<file path="config.mk">
export PLATFORM = sky130hd
export DESIGN_NAME = vend_ctrl
export DESIGN_NICKNAME = d
export VERILOG_FILES = /design/src/rtl/vend_ctrl.sv
export SDC_FILE = /design/constraint.sdc
export NUM_CORES = 1
export LEC_CHECK = 0
export CORE_ASPECT_RATIO = 1.1
export CORE_MARGIN = 4
export CORE_UTILIZATION = 30
export DETAILED_ROUTE_END_ITERATION = 6
export REMOVE_ABC_BUFFERS = 1
export SKIP_CTS_REPAIR_TIMING = 1
export SYNTH_ARGS = -nofsm -noshare
export SYNTH_HDL_FRONTEND = slang
export SYNTH_SLANG_ARGS = --single-unit
</file>
<file path="constraint.sdc">
create_clock -name clk -period 3.6 [get_ports clk]
set_input_delay 0.54 -clock clk [delete_from_list [all_inputs] [get_ports clk]]
set_output_delay 0.54 -clock clk [all_outputs]
set_load 0.05 [all_outputs]
</file>
<file path="src/rtl/vend_ctrl.sv">
// Vending-machine controller: collects coins, dispenses a product, pays change in 0.5-yuan coins.
// Optional collect-phase idle timeout with refund is enabled by defining VEND_TIMEOUT_EN.
module vend_ctrl #(
    parameter int PRICE0  = 3,
    parameter int PRICE1  = 5,
    parameter int PRICE2  = 6,
    parameter int PRICE3  = 8,
    parameter int TIMEOUT = 16
) (
    input  logic       clk,
    input  logic       rst,
    input  logic       d1,
    input  logic       d2,
    input  logic       d3,
    input  logic       sel_vld,
    input  logic [1:0] sel,
    input  logic       disp_ack,
    output logic       disp_req,
    output logic [1:0] disp_id,
    output logic       chg,
    output logic       coin_rej,
    output logic [4:0] credit,
    output logic       busy
);

    if (PRICE0 < 1 || PRICE0 > 15 || PRICE1 < 1 || PRICE1 > 15 ||
        PRICE2 < 1 || PRICE2 > 15 || PRICE3 < 1 || PRICE3 > 15 || TIMEOUT < 1) begin : g_bad_param
        $error("vend_ctrl: prices must be 1..15 and TIMEOUT at least 1");
    end

    typedef enum logic [1:0] {IDLE, COLLECT, DISPENSE, CHANGE} state_t;

    state_t     state, state_n;
    logic [3:0] price, price_n;
    logic [1:0] prod, prod_n, disp_id_n;
    logic [4:0] credit_n, sum;
    logic       disp_req_n, chg_n, coin_rej_n, busy_n;
    logic       coin_any, coin_ok, timeout;

    function automatic logic [3:0] price_of(input logic [1:0] s);
        case (s)
            2'd0:    return 4'(PRICE0);
            2'd1:    return 4'(PRICE1);
            2'd2:    return 4'(PRICE2);
            default: return 4'(PRICE3);
        endcase
    endfunction

    // One-hot coin bits map straight onto the coin value: d1=1, d2=2, d3=4 units.
    assign coin_any = d1 | d2 | d3;
    assign coin_ok  = ({d3, d2, d1} == 3'b001) || ({d3, d2, d1} == 3'b010) || ({d3, d2, d1} == 3'b100);
    assign sum      = credit + {2'b00, d3, d2, d1};

`ifdef VEND_TIMEOUT_EN
    localparam int CW = $clog2(TIMEOUT + 1);
    logic [CW-1:0] idle_cnt;

    // Held at zero outside COLLECT, so entering COLLECT always starts a fresh count.
    always_ff @(posedge clk or negedge rst) begin
        if (!rst)                          idle_cnt <= '0;
        else if (state != COLLECT || coin_ok) idle_cnt <= '0;
        else                               idle_cnt <= idle_cnt + 1'b1;
    end

    assign timeout = (state == COLLECT) && !coin_ok && (idle_cnt == CW'(TIMEOUT - 1));
`else
    assign timeout = 1'b0;
`endif

    // NOTE: every output of this block gets a default first, so no path can infer a latch.
    always_comb begin
        state_n    = state;
        price_n    = price;
        prod_n     = prod;
        credit_n   = credit;
        disp_req_n = disp_req;
        disp_id_n  = disp_id;
        chg_n      = 1'b0;
        coin_rej_n = coin_any && !(state == COLLECT && coin_ok);
        case (state)
            IDLE: begin
                if (sel_vld) begin
                    price_n = price_of(sel);
                    prod_n  = sel;
                    state_n = COLLECT;
                end
            end
            COLLECT: begin
                if (coin_ok) begin
                    if (sum >= {1'b0, price}) begin
                        credit_n   = sum - {1'b0, price};
                        disp_req_n = 1'b1;
                        disp_id_n  = prod;
                        state_n    = DISPENSE;
                    end else begin
                        credit_n = sum;
                    end
                end else if (timeout) begin
                    state_n = (credit != 5'd0) ? CHANGE : IDLE;
                end
            end
            DISPENSE: begin
                if (disp_ack) begin
                    disp_req_n = 1'b0;
                    state_n    = (credit != 5'd0) ? CHANGE : IDLE;
                end
            end
            CHANGE: begin
                chg_n    = 1'b1;
                credit_n = credit - 5'd1;
                if (credit <= 5'd1) state_n = IDLE;
            end
            default: state_n = IDLE;
        endcase
        busy_n = (state_n != IDLE);
    end

    // NOTE: registered state uses non-blocking assignments so every flop samples pre-edge values.
    always_ff @(posedge clk or negedge rst) begin
        if (!rst) begin
            state    <= IDLE;
            price    <= '0;
            prod     <= '0;
            credit   <= '0;
            disp_req <= 1'b0;
            disp_id  <= '0;
            chg      <= 1'b0;
            coin_rej <= 1'b0;
            busy     <= 1'b0;
        end else begin
            state    <= state_n;
            price    <= price_n;
            prod     <= prod_n;
            credit   <= credit_n;
            disp_req <= disp_req_n;
            disp_id  <= disp_id_n;
            chg      <= chg_n;
            coin_rej <= coin_rej_n;
            busy     <= busy_n;
        end
    end

endmodule

</file>
==> run metrics, run 1 <==
Most common cell on crit path ha_1; Crit path largest cell delay 0.56 ns; crit-path max FO 6; DP HPWL 2342 um; vias in the first global route 1045; WHS Path Cells 2; initial drt markers 42; Yosys cell types 35; setup tns final 0 ns; Worst EP arrival 3.44 ns; CP endpoint kind register; DRC errors left 0; first-pass GRT wire length between 5000 and 6000 um; register bit total from synthesis 19; drt first pass iters 4; Antenna diodes 0; Final Util 0.3806; post-synthesis mux area share 0.07584; GRT Util Overall 0.1151; Initial Util 0.3096; DR vias 1052; Worst Hold End prod[1]; Slew Limit Headroom 0.3956; Yosys Warn Count 0; Period minus WS final 3.307 ns; Synth Area in XOR/XNOR 0.05805; final slew viol count 0; Reg2Reg Depth 9; Worst-Skew Late Latency 0.26 ns; crit-path cells clkdlybuf4s50_1, ha_1, inv_1, fa_1, xnor2_1, ha_1, a41oi_1, nand3b_4, nand2_1, mux2_2; CTS tree yes; Final period util 0.9187; share of layout cells above drive strength 1 0.09554; outcome finished, final reports clean; Final Skew 0.008656 ns; # setup viols final 0; synthesized instance count 134; routed wire length 2965 um; unrepaired setup endpoints after global routing no; nets 183; die height a little under 80 um; max-cap violations 0; Synth Area per Inst 9.972 um^2; synthesized area 0.001336 mm^2; I/O Pins 20; routed len/inst between 10 and 15 um; Worst Path Required 3.74 ns; H-tree lvl count 1; slowest library cell on the worst path clkdlybuf4s50_1; adder-cell share of the synthesized area 0.1610; Crit Reg-Reg Startpoint credit[0]; area of the multi-input gates 808.3 um^2; Die Width 71.64 um; register area 475.5 um^2; largest net degree at the start of global routing 20; Reg clk slew, reported paths around 0.07 ns; largest family of logic cells by synthesized area compound AO/OA/AOI/OAI gates; post-synthesis sequential area ratio 0.3558; port buffer count 19; RePlAce Congestion 0.8342; DIE AREA 0.005587 mm^2; clock buffer depth 2; Routed Antenna Nets 0; r2r setup slk 0.60 ns; initial antenna violation count 0; FF-to-FF End disp_id[1]; CTS Buf Count 3; Setup crit start kind input port; Clock Root Buffer clkbuf_8; Synth-to-Final Area Change 22.94%; CP Class input port to register; Fillers 437; Hold Path Origin prod[1]; hold crit path type register to register; area of the core 0.004317 mm^2; Simple-Gate Fraction of Synth Area 0.1367; total gr overflow 0; Vias/cell 4.986; Max Freq 0.3024 GHz; Synth Area in Compound Gates 0.1732; clock sinks 19; Cell Rows 25; slew at the pin closest to its max-slew limit 0.9038 ns; final hold violations 0
-- layout by cell type, fill, tap and decap left out, drive strengths merged --
master,count
a2111oi,1
o31a,1
mux2,6
nor2,10
o21a,1
o211ai,2
nand3b,1
dfrtp,19
o21ai,7
buf,1
o21bai,1
ha,14
and2,1
nor2b,3
nand2b,2
clkbuf,4
o22ai,1
mux2i,3
and3,1
a21o,2
nor3,5
fa,2
xnor2,7
clkdlybuf4s50,19
o31ai,3
inv,13
a221oi,1
a21oi,7
o221ai,3
xor2,1
a41oi,1
o2bb2ai,1
nand2,13
-- kinds of logic after synthesis --
logic type,count (synthesis)
AO/OA/AOI/OAI,32
XOR/XNOR,8
adder cells (fa/ha/maj),16
buffers and inverters,14
flip-flops,19
multiplexers,9
AND/OR/NAND/NOR,36
-- metrics by stage --
step / setup WS [ns] / hold WS (ns) / cells / cell area (um^2)
after floorplan: 0.5155 / 0.2444 / 133 / 1333
after global placement: 0.1652 / 0.4693 / 207 / 1598
after detailed placement: 0.02224 / 0.4707 / 207 / 1598
after CTS: 0.2812 / 0.4864 / 211 / 1643
after global routing: 0.08042 / 0.5307 / 211 / 1643
final: 0.2926 / 0.4821 / 211 / 1643
-- state kept, by name, summed over array words and instances, names as in the netlist --
signal and flops:
credit 5, coin_rej 1, disp_req 1, chg 1, state 2, disp_id 2, busy 1, prod 2
price 4
-- worst max-delay path by stage --
| stage | to | from | cells past startpoint |
|---|---|---|---|
| 2_1_floorplan | credit[0] | credit[0] | 10 |
| 3_3_place_gp | disp_id[0] | d1 | 10 |
| 3_5_place_dp | credit[0] | d1 | 10 |
| 4_1_cts | credit[0] | d1 | 10 |
| 5_1_grt | credit[0] | d1 | 10 |
| 6_report | disp_id[1] | d1 | 10 |
-- synth_stat cells, drive strengths merged --
library cell,count,share of area
o211ai,2,0.011
and3,1,0.0047
a21oi,7,0.026
inv,13,0.037
o2bb2ai,1,0.0066
o22ai,1,0.0047
o221ai,3,0.020
nand2,13,0.037
dfrtp,19,0.36
mux2,6,0.053
o21a,1,0.0056
xnor2,7,0.052
a2111oi,1,0.0066
o31ai,3,0.017
clkbuf,1,0.0028
nand3b,1,0.015
o21bai,1,0.0056
mux2i,3,0.022
o21ai,7,0.035
a21o,2,0.011
nand2b,2,0.0094
a41oi,1,0.0066
fa,2,0.030
ha,14,0.13
and2,1,0.0047
a221oi,1,0.011
nor2b,3,0.020
o31a,1,0.0066
nor3,5,0.019
nor2,10,0.028
xor2,1,0.0066
-- cell type report --
cell class                 count  share of cell area
multi-input combinational    101              0.4920
inverter                      13             0.02970
clock buffer                   4             0.02742
timing repair buffer          20              0.1203
tap                           54             0.04113
sequential                    19              0.2894
-- layer usage --
layer  wire, um  up-vias  GRT usage
li1           -      518          -
met1       1344      510     0.1475
met2       1467       20     0.1912
met3        112        4    0.02979
met4         40        0    0.02820
met5          0        -          0
-- critical path: cells and delay by family --
| kind | cells | cell delay, ns |
|---|---|---|
| XOR/XNOR | 1 | 0.24 |
| buffers and inverters | 2 | 0.61 |
| adder cells (fa/ha/maj) | 3 | 0.94 |
| AND/OR/NAND/NOR | 2 | 0.38 |
| multiplexers | 1 | 0.36 |
| AO/OA/AOI/OAI | 1 | 0.37 |
Power of run 1 is not shown: default switching activity piles up to over one toggle a cycle in this logic, so the estimate is an artifact.
==> inputs of run 2 (changes only) <==
--- a/config.mk
+++ b/config.mk
@@ -10,7 +10,6 @@
 export CORE_UTILIZATION = 30
 export DETAILED_ROUTE_END_ITERATION = 6
 export REMOVE_ABC_BUFFERS = 1
-export SKIP_CTS_REPAIR_TIMING = 1
 export SYNTH_ARGS = -nofsm -noshare
 export SYNTH_HDL_FRONTEND = slang
 export SYNTH_SLANG_ARGS = --single-unit
==> results of run 2 <==
Final layout, timing and power as in run 1 (identical DEF).
Power of run 2 is left out for the same reason.
==> inputs of run 3 (changes only) <==
--- a/config.mk
+++ b/config.mk
@@ -9,6 +9,7 @@
 export CORE_MARGIN = 4
 export CORE_UTILIZATION = 30
 export DETAILED_ROUTE_END_ITERATION = 6
+export GPL_ROUTABILITY_DRIVEN = 0
 export REMOVE_ABC_BUFFERS = 1
 export SYNTH_ARGS = -nofsm -noshare
 export SYNTH_HDL_FRONTEND = slang
==> constraint.sdc (replaced) <==
create_clock -name clk -period 3.9 [get_ports clk]
set_input_delay 0.585 -clock clk [delete_from_list [all_inputs] [get_ports clk]]
set_output_delay 0.585 -clock clk [all_outputs]
set_load 0.05 [all_outputs]
==> run 3 against run 2 <==
- sequential share of layout area rose by 0.11 points
- critical endpoint is now credit[0]
- critical path type unchanged
- critical path depth rose by 1
- global-route usage fell by 0.063 points
- utilization fell by 0.14 points
- first-iteration DRC count rose by 52%
==> run metrics, run 3 (synthesized netlist as in run 1, its figures left out) <==
outcome finished, final reports clean; CTS Buf Count 3 (unchanged); Period minus WS final 3.438 ns; routed len/inst 14.42 um (+2.6%); Resize count post-CTS 0; Reg clk slew, reported paths 0.07 ns (about the same); Initial Util 0.3096 (unchanged); GRT busiest layer met2; postcts setup bufs 0; Setup crit start kind input port; Die Width 71.64 um (unchanged); crit-path max FO 6 (unchanged); worst setup margin 0.4622 ns (+0.1695 ns); CTS tree yes; hold crit path type register to register; die height 78.00 um (unchanged); drt first pass iters 4 (unchanged); total gr overflow 0 (unchanged); Largest Register credit; DRC errors left 0 (unchanged); nets 182 (-0.55%); first-pass GRT wire length 5037 um (-1.1%); Max Freq 0.2909 GHz; I/O Pins 20 (unchanged); clock sinks 19 (unchanged); max-cap violations 0 (unchanged); Cell Rows 25 (unchanged); unrepaired setup endpoints after global routing no; Vias/cell 4.910 (-1.5%); Worst-Skew Late Latency 0.25 ns (about the same); Slew Limit Headroom 0.3909 (-0.004697); Clock Root Buffer clkbuf_8; Antenna diodes 0 (unchanged); Worst Path Required 4.06 ns (+0.32 ns); CTS Hold Bufs 0; CP endpoint kind register; initial drt markers 64 (+52%); vias in the first global route 1051 (+0.57%); r2r setup slk 0.82 ns (+0.22 ns); # setup viols final 0 (unchanged); final hold violations 0 (unchanged); Largest register FFs 5 (unchanged); M2 GR Usage 0.1930 (+0.001838); DP HPWL 2369 um (+1.2%); routed wire length 3029 um (+2.2%); Synth-to-Final Area Change 22.47%; Worst EP arrival 3.60 ns (+0.16 ns); share of layout cells above drive strength 1 0.09615 (+0.0006124); DR vias 1031 (-2.0%); initial antenna violation count 0 (unchanged); Final Skew 0.0006168 ns (-0.008039 ns); area of the core 0.004317 mm^2 (unchanged); pre-CTS setup slack 0.2137 ns (+0.1914 ns); port buffer count 19 (unchanged); GR Layer Usage met3 0.02979 (unchanged); setup tns final 0 ns (unchanged); GRT Util Overall 0.1145 (-0.0006257); H-tree lvl count 1 (unchanged); slew at the pin closest to its max-slew limit 0.9109 ns (+0.007024 ns); final slew viol count 0 (unchanged); largest net degree at the start of global routing 20 (unchanged); WHS 0.4902 ns (+0.008068 ns); Routed Antenna Nets 0 (unchanged); Top Registers credit: 5 flops, price: 4 flops; met1 global-route usage 0.1448 (-0.002739); clock buffer depth 2 (unchanged); most frequent cells in the layout dfrtp_1, clkdlybuf4s50_1, ha_1; CP Class input port to register; Final period util 0.8815; DIE AREA 0.005587 mm^2 (unchanged)
==> run 3: path summary, 6_finish.rpt <==
kind                           start  depth (start not counted)   endpoint
max in group asynchronous        rst                          1   coin_rej
hold reg to reg              prod[1]                          2    prod[1]
min in group asynchronous        rst                          1    prod[1]
setup / recovery                  d1                         11  credit[0]
hold / removal               prod[1]                          2    prod[1]
setup reg to reg           credit[0]                         10  credit[0]
==> run 3: layer usage <==
metal	up-vias	part of all wire
li1	510	-
met5	-	0
met3	4	0.051
met2	30	0.49
met1	487	0.44
met4	0	0.011
==> run 3: final cells by class <==
cell class,count,area [um^2]
Clock buffer,3,41.29
Clock inverter,1,5.005
Fill cell,436,2680
Inverter,13,48.80
Multi-Input combinational cell,101,808.3
Sequential cell,19,475.5
Tap cell,54,67.56
Timing Repair Buffer,19,190.2
==> run 3: through the flow <==
| stage | cells | util | cell area, um^2 |
|---|---|---|---|
| 2_1_floorplan | 133 | - | 1333 |
| 3_3_place_gp | 206 | 0.3684 | 1590 |
| 3_5_place_dp | 206 | 0.3684 | 1590 |
| 4_1_cts | 210 | 0.3791 | 1637 |
| 5_1_grt | 210 | 0.3791 | 1637 |
| 6_report | 210 | 0.3791 | 1637 |
==> run 3: critical path, stage by stage <==
cell,delay (ns)
clkdlybuf4s50_1,0.56
ha_1,0.19
inv_1,0.05
fa_1,0.44
xnor2_1,0.25
ha_1,0.32
o2bb2ai_1,0.27
nand2b_1,0.22
nand3b_4,0.15
mux2_4,0.33
a221oi_2,0.23
Power of run 3 is left out for the same reason.
